### src/rtl/sync_correlator.sv
`default_nettype none
// ============================================================================
// Module   : sync_correlator
// Purpose  : Correlates a 17-symbol I/Q sample window (34 sign-magnitude 2-bit
//            samples) against a programmable 17-chip I/Q sync pattern. The
//            score is produced three cycles after each window write. A
//            threshold / peak-search / hold-off FSM then emits one DETECT
//            pulse per sync-word occurrence.
// Ports    : CLK, RST_N (async, active low), EN (detector enable),
//            WE (window write strobe), RDATA_I/RDATA_Q (34-bit windows),
//            PATTERN_I/PATTERN_Q (17-chip patterns), SCORE/SCORE_VALID,
//            DETECT, PEAK_SCORE, PEAK_OFS, BUSY,
//            POLARITY (only when SYNC_INVERT_EN is defined).
// Options  : SYNC_INVERT_EN - threshold and peak search use |SCORE|, and
//            POLARITY reports the sign of the detected peak.
// Revision : 1.0 - initial release
// ============================================================================
module sync_correlator #(
  parameter int THRESH   = 60,
  parameter int PEAK_WIN = 4,
  parameter int HOLDOFF  = 64
) (
  input  logic        CLK,
  input  logic        RST_N,
  input  logic        EN,
  input  logic        WE,
  input  logic [33:0] RDATA_I,
  input  logic [33:0] RDATA_Q,
  input  logic [16:0] PATTERN_I,
  input  logic [16:0] PATTERN_Q,
  output logic [7:0]  SCORE,
  output logic        SCORE_VALID,
  output logic        DETECT,
  output logic [7:0]  PEAK_SCORE,
  output logic [3:0]  PEAK_OFS,
  output logic        BUSY
`ifdef SYNC_INVERT_EN
  ,
  output logic        POLARITY
`endif
);

  localparam logic signed [7:0] C_THRESH   = $signed(8'(THRESH));
  localparam logic [3:0]        C_PEAK_WIN = 4'(PEAK_WIN);
  localparam logic [15:0]       C_HOLDOFF  = 16'(HOLDOFF);

  typedef enum logic [1:0] {
    ST_IDLE    = 2'd0,
    ST_TRACK   = 2'd1,
    ST_HOLDOFF = 2'd2
  } state_t;

  // One sample times one chip: bit1 = sign, bit0 selects magnitude 3 over 1;
  // a 0 chip flips the sign.
  function automatic logic signed [7:0] term(input logic [1:0] s, input logic p);
    logic signed [7:0] mag;
    mag = s[0] ? 8'sd3 : 8'sd1;
    return (s[1] ^ ~p) ? -mag : mag;
  endfunction

  // Sum of chips lo .. lo+n-1 of one rail; at most 9 terms, so |sum| <= 27.
  function automatic logic signed [7:0] psum(input logic [33:0] w, input logic [16:0] p,
                                             input int lo, input int n);
    logic signed [7:0] acc;
    acc = '0;
    for (int k = 0; k < 17; k++) begin
      if (k >= lo && k < lo + n) acc = acc + term(w[2*k +: 2], p[k]);
    end
    return acc;
  endfunction

  // Detection metric: signed score, or its magnitude when inverted
  // patterns must also be found.
  function automatic logic signed [7:0] metric(input logic signed [7:0] v);
`ifdef SYNC_INVERT_EN
    return v[7] ? -v : v;
`else
    return v;
`endif
  endfunction

  // ---------------------------------------------------------------- pipeline
  logic                we_q, cap_v_q, sum_v_q, score_v_q;
  logic [33:0]         win_i_q, win_q_q;
  logic [16:0]         pat_i_q, pat_q_q;
  logic signed [7:0]   sil_q, sih_q, sql_q, sqh_q;
  logic signed [7:0]   sil_d, sih_d, sql_d, sqh_d;
  logic signed [7:0]   score_q, score_d;

  always_comb begin
    sil_d   = psum(win_i_q, pat_i_q, 0, 9);
    sih_d   = psum(win_i_q, pat_i_q, 9, 8);
    sql_d   = psum(win_q_q, pat_q_q, 0, 9);
    sqh_d   = psum(win_q_q, pat_q_q, 9, 8);
    score_d = sil_q + sih_q + sql_q + sqh_q;
  end

  // The window is captured one edge after WE: the upstream shift register
  // presents the new window only after the edge that sampled WE.
  always_ff @(posedge CLK or negedge RST_N) begin
    if (!RST_N) begin
      we_q      <= 1'b0;
      cap_v_q   <= 1'b0;
      sum_v_q   <= 1'b0;
      score_v_q <= 1'b0;
      win_i_q   <= '0;
      win_q_q   <= '0;
      pat_i_q   <= '0;
      pat_q_q   <= '0;
      sil_q     <= '0;
      sih_q     <= '0;
      sql_q     <= '0;
      sqh_q     <= '0;
      score_q   <= '0;
    end else begin
      we_q      <= WE;
      cap_v_q   <= we_q;
      sum_v_q   <= cap_v_q;
      score_v_q <= sum_v_q;
      if (we_q) begin
        win_i_q <= RDATA_I;
        win_q_q <= RDATA_Q;
        pat_i_q <= PATTERN_I;
        pat_q_q <= PATTERN_Q;
      end
      if (cap_v_q) begin
        sil_q <= sil_d;
        sih_q <= sih_d;
        sql_q <= sql_d;
        sqh_q <= sqh_d;
      end
      if (sum_v_q) score_q <= score_d;
    end
  end

  // --------------------------------------------------------------- detector
  state_t             state_q, state_d;
  logic [3:0]         cnt_q, cnt_d, cnt_inc;
  logic [15:0]        hcnt_q, hcnt_d, hcnt_inc;
  logic signed [7:0]  peak_q, peak_d;
  logic [3:0]         ofs_q, ofs_d;
  logic               detect_q, detect_d;
  logic [7:0]         pscore_q, pscore_d;
  logic [3:0]         pofs_q, pofs_d;
  logic signed [7:0]  w_metric, w_peak_metric;
`ifdef SYNC_INVERT_EN
  logic               pol_q, pol_d;
`endif

  always_comb begin
    state_d       = state_q;
    cnt_d         = cnt_q;
    hcnt_d        = hcnt_q;
    peak_d        = peak_q;
    ofs_d         = ofs_q;
    detect_d      = 1'b0;
    pscore_d      = pscore_q;
    pofs_d        = pofs_q;
`ifdef SYNC_INVERT_EN
    pol_d         = pol_q;
`endif
    cnt_inc       = cnt_q + 4'd1;
    hcnt_inc      = hcnt_q + 16'd1;
    w_metric      = metric(score_q);
    w_peak_metric = metric(peak_q);

    if (!EN) begin
      state_d = ST_IDLE;
    end else if (score_v_q) begin
      case (state_q)
        ST_IDLE: begin
          if (w_metric >= C_THRESH) begin
            state_d = ST_TRACK;
            peak_d  = score_q;
            ofs_d   = 4'd0;
            cnt_d   = 4'd0;
          end
        end
        ST_TRACK: begin
          cnt_d = cnt_inc;
          // Strict compare: on ties the earlier peak wins.
          if (w_metric > w_peak_metric) begin
            peak_d = score_q;
            ofs_d  = cnt_inc;
          end
          // The terminating score has already been peak-compared above.
          if (w_metric < C_THRESH || cnt_inc == C_PEAK_WIN) begin
            detect_d = 1'b1;
            pscore_d = peak_d;
            pofs_d   = ofs_d;
`ifdef SYNC_INVERT_EN
            pol_d    = peak_d[7];
`endif
            state_d  = ST_HOLDOFF;
            hcnt_d   = 16'd0;
          end
        end
        ST_HOLDOFF: begin
          hcnt_d = hcnt_inc;
          if (hcnt_inc == C_HOLDOFF) state_d = ST_IDLE;
        end
        default: state_d = ST_IDLE;
      endcase
    end
  end

  always_ff @(posedge CLK or negedge RST_N) begin
    if (!RST_N) begin
      state_q  <= ST_IDLE;
      cnt_q    <= '0;
      hcnt_q   <= '0;
      peak_q   <= '0;
      ofs_q    <= '0;
      detect_q <= 1'b0;
      pscore_q <= '0;
      pofs_q   <= '0;
`ifdef SYNC_INVERT_EN
      pol_q    <= 1'b0;
`endif
    end else begin
      state_q  <= state_d;
      cnt_q    <= cnt_d;
      hcnt_q   <= hcnt_d;
      peak_q   <= peak_d;
      ofs_q    <= ofs_d;
      detect_q <= detect_d;
      pscore_q <= pscore_d;
      pofs_q   <= pofs_d;
`ifdef SYNC_INVERT_EN
      pol_q    <= pol_d;
`endif
    end
  end

  assign SCORE       = score_q;
  assign SCORE_VALID = score_v_q;
  assign DETECT      = detect_q;
  assign PEAK_SCORE  = pscore_q;
  assign PEAK_OFS    = pofs_q;
  assign BUSY        = (state_q != ST_IDLE);
`ifdef SYNC_INVERT_EN
  assign POLARITY    = pol_q;
`endif

endmodule
`default_nettype wire

### config.mk
export PLATFORM = sky130hd
export DESIGN_NAME = sync_correlator
export DESIGN_NICKNAME = d
export VERILOG_FILES = /design/src/rtl/sync_correlator.sv
export SDC_FILE = /design/constraint.sdc
export NUM_CORES = 1
export LEC_CHECK = 0
export CAP_MARGIN = 10
export CORE_MARGIN = 1
export CORE_UTILIZATION = 45
export CTS_CLUSTER_DIAMETER = 120
export DETAILED_ROUTE_END_ITERATION = 8
export PLACE_DENSITY = 0.66
export SYNTH_ARGS = -nofsm -noshare
export SYNTH_HDL_FRONTEND = slang
export SYNTH_SLANG_ARGS = --single-unit
### constraint.sdc
create_clock -name CLK -period 5.35 [get_ports CLK]
set_input_delay 1.3375 -clock CLK [delete_from_list [all_inputs] [get_ports CLK]]
set_output_delay 1.3375 -clock CLK [all_outputs]
set_load 0.02 [all_outputs]
# Word-level counts from Yosys, hierarchy flattened
# Index checks and enable logic that the tools add are counted.
[word_totals] latch_bits=0 reg_bits=193 output_inout_bits=23 mem_bits_ro=0 n_memories=0 inputBits=106 ram_bits=0 elab_cells=267
[classes] mux=87 add_sub_neg=69 reduce_logical=9 eq_ne=10 n_mul=0 n_lt_le_gt_ge=3 n_div=0 n_shift=0 bitwise=68
[ops] cell="$mux W8" n=36
[ops] cell="$neg A2 Y8" n=34
[ops] cell="$add A8 B8 Y8" n=33
[ops] cell="$mux W2" n=39
[ops] cell="$not A1 Y1" n=34
[ops] cell="$xor A1 B1 Y1" n=34
[ops] cell="$pmux W16 S2" n=1
[ops] cell="$add A16 B1 Y16 const B" n=1
[ops] cell="$eq A16 B7 Y1 const B" n=1
[ops] cell="$mux W16" n=1
[ops] cell="$pmux W4 S2" n=2
[ops] cell="$pmux W8 S2" n=1
[ops] cell="$reduce_and A4 Y1" n=4
[ops] cell="$ne A3 B3 Y1 const B" n=3
[ops] cell="$ge A8 B7 Y1 const B" n=1
[ops] cell="$gt A8 B8 Y1" n=1
[ops] cell="$lt A8 B7 Y1 const B" n=1
[ops] cell="$mux W4" n=2
[ops] cell="$pmux W2 S3" n=1
[ops] cell="$reduce_bool A2 Y1" n=3
[ops] cell="$add A4 B1 Y4 const B" n=1
[ops] cell="$eq A4 B3 Y1 const B" n=1
[ops] cell="$mux W1" n=4
[ops] cell="$ne A2 B2 Y1 const B" n=2
[ops] cell="5 further kinds" n=5

# Logic depth before layout (Yosys ltp)
[depth] ltp_word=11 mapped_depth=17 depth_no_buf=17

# Worst setup path before layout
# No wires, ideal clock.
[synth_path] path_type="register -> register" start="reg win_i_q[3]" end="reg sil_q[7]" n_path_buf=0 setup_time_ns=0.077 arrival_ns=4.046 required_ns=5.273 path_stages_with_launch=14 period_less_slack_ns=4.123 slack_ns=1.227 path_cell_list="dfrtp_1 xor2_1 fa_1 fa_1 inv_1 fa_1 inv_1 fa_1 inv_1 ha_1 fa_1 a2111oi_0 a21oi_1 a21oi_1"
[synth_via] elab_chain_cells=10
[synth_rtl] element="from (decl)" line_no="84" rtl="logic [33:0] win_i_q, win_q_q;"
[synth_rtl] element="from (signal assigned)" line_no="106" rtl="win_i_q <= '0;"
[synth_rtl] element="from (signal assigned)" line_no="121" rtl="win_i_q <= RDATA_I;"
[synth_rtl] element="$xor A1 B1 Y1" line_no="58" rtl="return (s[1] ^ ~p) ? -mag : mag;"
[synth_rtl] element="$mux W8" line_no="58"
[synth_rtl] element="$add A8 B8 Y8 (8 in series)" line_no="67" rtl="if (k >= lo && k < lo + n) acc = acc + term(w[2*k +: 2], p[k]);"
[synth_rtl] element="to (signal assigned)" line_no="127" rtl="sil_q <= sil_d;"
[synth_rtl] element="to (decl)" line_no="86" rtl="logic signed [7:0] sil_q, sih_q, sql_q, sqh_q;"
# Every way passes these cells.
# A chain may end at the register's enable or synchronous reset.

# Final worst setup path
[layout_path] start="reg win_i_q[5]" end="reg sil_q[7]"
[layout_via] elab_chain_cells=9
[layout_rtl] element="$xor A1 B1 Y1" line_no="58"
[layout_rtl] element="$mux W8" line_no="58"
[layout_rtl] element="$add A8 B8 Y8 (7 in series)" line_no="67"
# Every way passes these cells.

==> summary.txt <==
Worst setup path
  – CP peak stage delay: 0.62 ns
  – Worst-path maximum fanout: 2
  – CP arrival: approximately 4.7 ns
  – Slowest CP cell: fa_1
  – Crit Path Category: reg2reg
  – Worst Setup End Kind: flop
  – WP data required: around 5.7 ns
  – Critical path startpoint category: flop
  – Crit path cell chain: xor2_1, fa_1, fa_1, inv_1, fa_1, inv_1, fa_1, inv_1, ha_1, fa_1, a2111oi_0, a21oi_1, a21oi_1
  – Crit-path most repeated cell: fa_1

Routing
  – Post-route DRC: 0
  – Routed vias/inst: around 5
  – DR pass1 iterations: 4
  – Via count: 6731
  – Final WL: around 19000 um
  – Final antenna-violating net count: 0
  – WL per Instance: 14.1 um
  – DR iter-0 viols: about 200

STA
  – Max frequency: ~230 MHz
  – RSZ-0062 raised after global routing: no
  – Clock Skew: 0.0111 ns
  – Hold slack: between 0.4 and 0.5 ns
  – Worst slew margin: 44.4%
  – Crit share post-route: between 80% and 90%
  – Fin. max-slew vios: 0
  – Setup TNS: 0 ns
  – Final hold violation count: 0
  – Final setup violation count: 0
  – Least-Margin Pin Slew: about 0.83 ns
  – Crit path time final: between 4 and 5 ns

CTS
  – CTS Buffer Depth: 2
  – Reg clk slew, reported paths: roughly 0.070 ns
  – Clk sinks: ~190
  – Root Buffer Master: clkbuf_16
  – CTS resizes: 0
  – H-tree levels: 4
  – Setup bufs post-CTS: 0
  – Post-CTS Hold Fix Bufs: 0
  – Worst skew pair latency: 0.43 ns
  – CTS Buf Count: 17
  – CTS tree: built

Yosys
  – EDFF count, synth: 0
  – Syn nets: between 1000 and 1500
  – Synthesized flop and latch total: 189
  – Seq/Total Area, Yosys: a little over two fifths
  – Yosys warns: 0
  – Post-synth top flop: dfrtp_1
  – Library cells used by synthesis: 58
  – Synth Instances: about 900
  – Post-synth ARST share: 100%
  – Syn_area_per_cell: 12.4 um^2
  – Cell area after synthesis: approximately 11000 um^2

Place
  – Placed cell area: 12700 um^2
  – DP HPWL: ~15000 um
  – Routability Congestion: ~0.8
  – I/O Buffers: 127

Global route
  – Grt total ovfl: 0
  – First-pass GRT wire length: between 30000 and 40000 um
  – Vias in the first global route: about 7000
  – Largest net degree at the start of global routing: roughly 110
  – Initial antenna violation count: 0
  – Gr usage total: approximately 16%

Layout
  – Share of layout cells above drive strength 1: 17.9%
  – Finished Core Util: 54.6%
  – Commonest cells after routing, fill and taps aside: 188 x dfrtp_1, 128 x mux2_2, 126 x clkdlybuf4s50_1
  – Register Area: roughly 4700 um^2
  – Fin area: between 10000 and 15000 um^2
  – Fillers: approximately 2100
  – N_diodes: 0
  – Most common cell after layout, fill and taps aside: dfrtp_1
  – Multi-input logic area: 5870 um^2
  – Nets@finish: 1254
  – Area Overhead vs Synth: 19.2%

Status
  – Status: finished, final reports clean

Die
  – Die width: approximately 160 um
  – Std cell rows: 57
  – Die area: ~25000 um^2
  – I/O Pins: around 130
  – Initial Util: around 46%
  – Core ar.: 24300 um^2
  – Die Ht: around 160 um

Run
  – Number of max-cap violations: 0

Hold path
  – HP Class: reg2reg
## path summary, 6_finish.rpt
check	from	endpoint	slack, ns	cells past startpoint
min reg2reg	PEAK_SCORE[0]$_DFFE_PN0P_	PEAK_SCORE[0]$_DFFE_PN0P_	0.47	2
min	PEAK_SCORE[0]$_DFFE_PN0P_	PEAK_SCORE[0]$_DFFE_PN0P_	0.47	2
max in group asynchronous	RST_N	win_i_q[10]$_DFFE_PN0P_	3.41	2
max	win_i_q[5]$_DFFE_PN0P_	sil_q[7]$_DFFE_PN0P_	1.05	13
max reg2reg	win_i_q[5]$_DFFE_PN0P_	sil_q[7]$_DFFE_PN0P_	1.05	13
min in group asynchronous	RST_N	hcnt_q[9]$_DFFE_PN0P_	0.99	1
## state kept, by name, indices dropped and copies added, names as in the netlist
| name | cells |
|---|---|
| win_i_q | 34 |
| hcnt_q | 16 |
| peak_q | 8 |
| cap_v_q | 1 |
| sqh_q | 7 |
| sum_v_q | 1 |
| DETECT | 1 |
| sih_q | 7 |
| PEAK_SCORE | 8 |
| PEAK_OFS | 4 |
| win_q_q | 34 |
| ofs_q | 4 |
| SCORE_VALID | 1 |
| pat_q_q | 17 |
| sil_q | 8 |
| we_q | 1 |
| state_q | 2 |
| cnt_q | 4 |
| sql_q | 7 |
| pat_i_q | 17 |
| SCORE | 7 |
## synthesized netlist by cell type (2+ instances only)
cell type  number  area share (%)
dfrtp_1       189              42
mux2_2        128              13
inv_1         102             3.4
fa_1           79              14
xor2_1         64             5.0
ha_1           44             4.9
o21ai_0        33             1.5
nand2_1        29            0.98
xnor2_1        27             2.1
nor2_1         23            0.78
mux2i_1        22             2.0
a21oi_1        21            0.94
nand3_1        15            0.67
buf_2          12            0.54
a21o_1         11            0.74
clkbuf_1       11            0.37
a31oi_1         7            0.39
nor2b_1         6            0.34
a22o_1          5            0.39
nor3_1          5            0.22
o21ai_1         5            0.22
and3_1          4            0.22
nand4_1         4            0.22
o31ai_1         4            0.27
and2_1          3            0.17
buf_6           3            0.30
nor3b_1         3            0.20
a2111oi_0       2            0.16
buf_4           2            0.13
nand2b_1        2            0.11
nand4_2         2            0.22
nand4b_1        2            0.16
nor2_2          2            0.11
nor2_4          2            0.20
nor3_2          2            0.18
o221ai_1        2            0.16
o311ai_1        2            0.16
or2_2           2            0.11
## kinds of logic after synthesis
logic type	synth area share, %
mux	14.9
buf+inv	4.86
xor+xnor	7.16
other cells	0.0337
fa+ha+maj	19.1
flops	42.5
simple gates	5.65
compound gates	5.77
## worst max-delay path, delay by kind of cell, from the launching register on
family                   cells  cell delay (ns)
XOR/XNOR                     1             0.27
flip-flops                   1             0.39
AO/OA/AOI/OAI                3             0.59
buffers and inverters        3             0.18
adder cells (fa/ha/maj)      6             2.79
## metal layers
| metal | vias up | global-route usage, % | wire [um] |
|---|---|---|---|
| met5 | - | 0 | 0 |
| met1 | 3353 | 23.1 | 9160 |
| met4 | 0 | 4.41 | 219 |
| li1 | 3258 | - | - |
| met2 | 104 | 26.4 | 9310 |
| met3 | 16 | 3.02 | 570 |
## area by class of cell
cell class                 count  share of cell area [%]
tap                          324                    3.05
multi-input combinational    581                    44.3
clock inverter                13                   0.896
clock buffer                  18                    3.23
timing repair buffer         133                    9.95
sequential                   189                    35.7
inverter                     103                    2.95
## stage by stage
stage	setup slack [ns]	std cells
final	1.05	1361
after global routing	0.677	1361
after CTS	1.01	1361
after detailed placement	1.02	1330
after global placement	1.09	1330
after floorplan	1.23	901
Power is left out: the tool's default activity adds up to more than one toggle a clock period on the data nets, which glitch-free logic cannot reach.
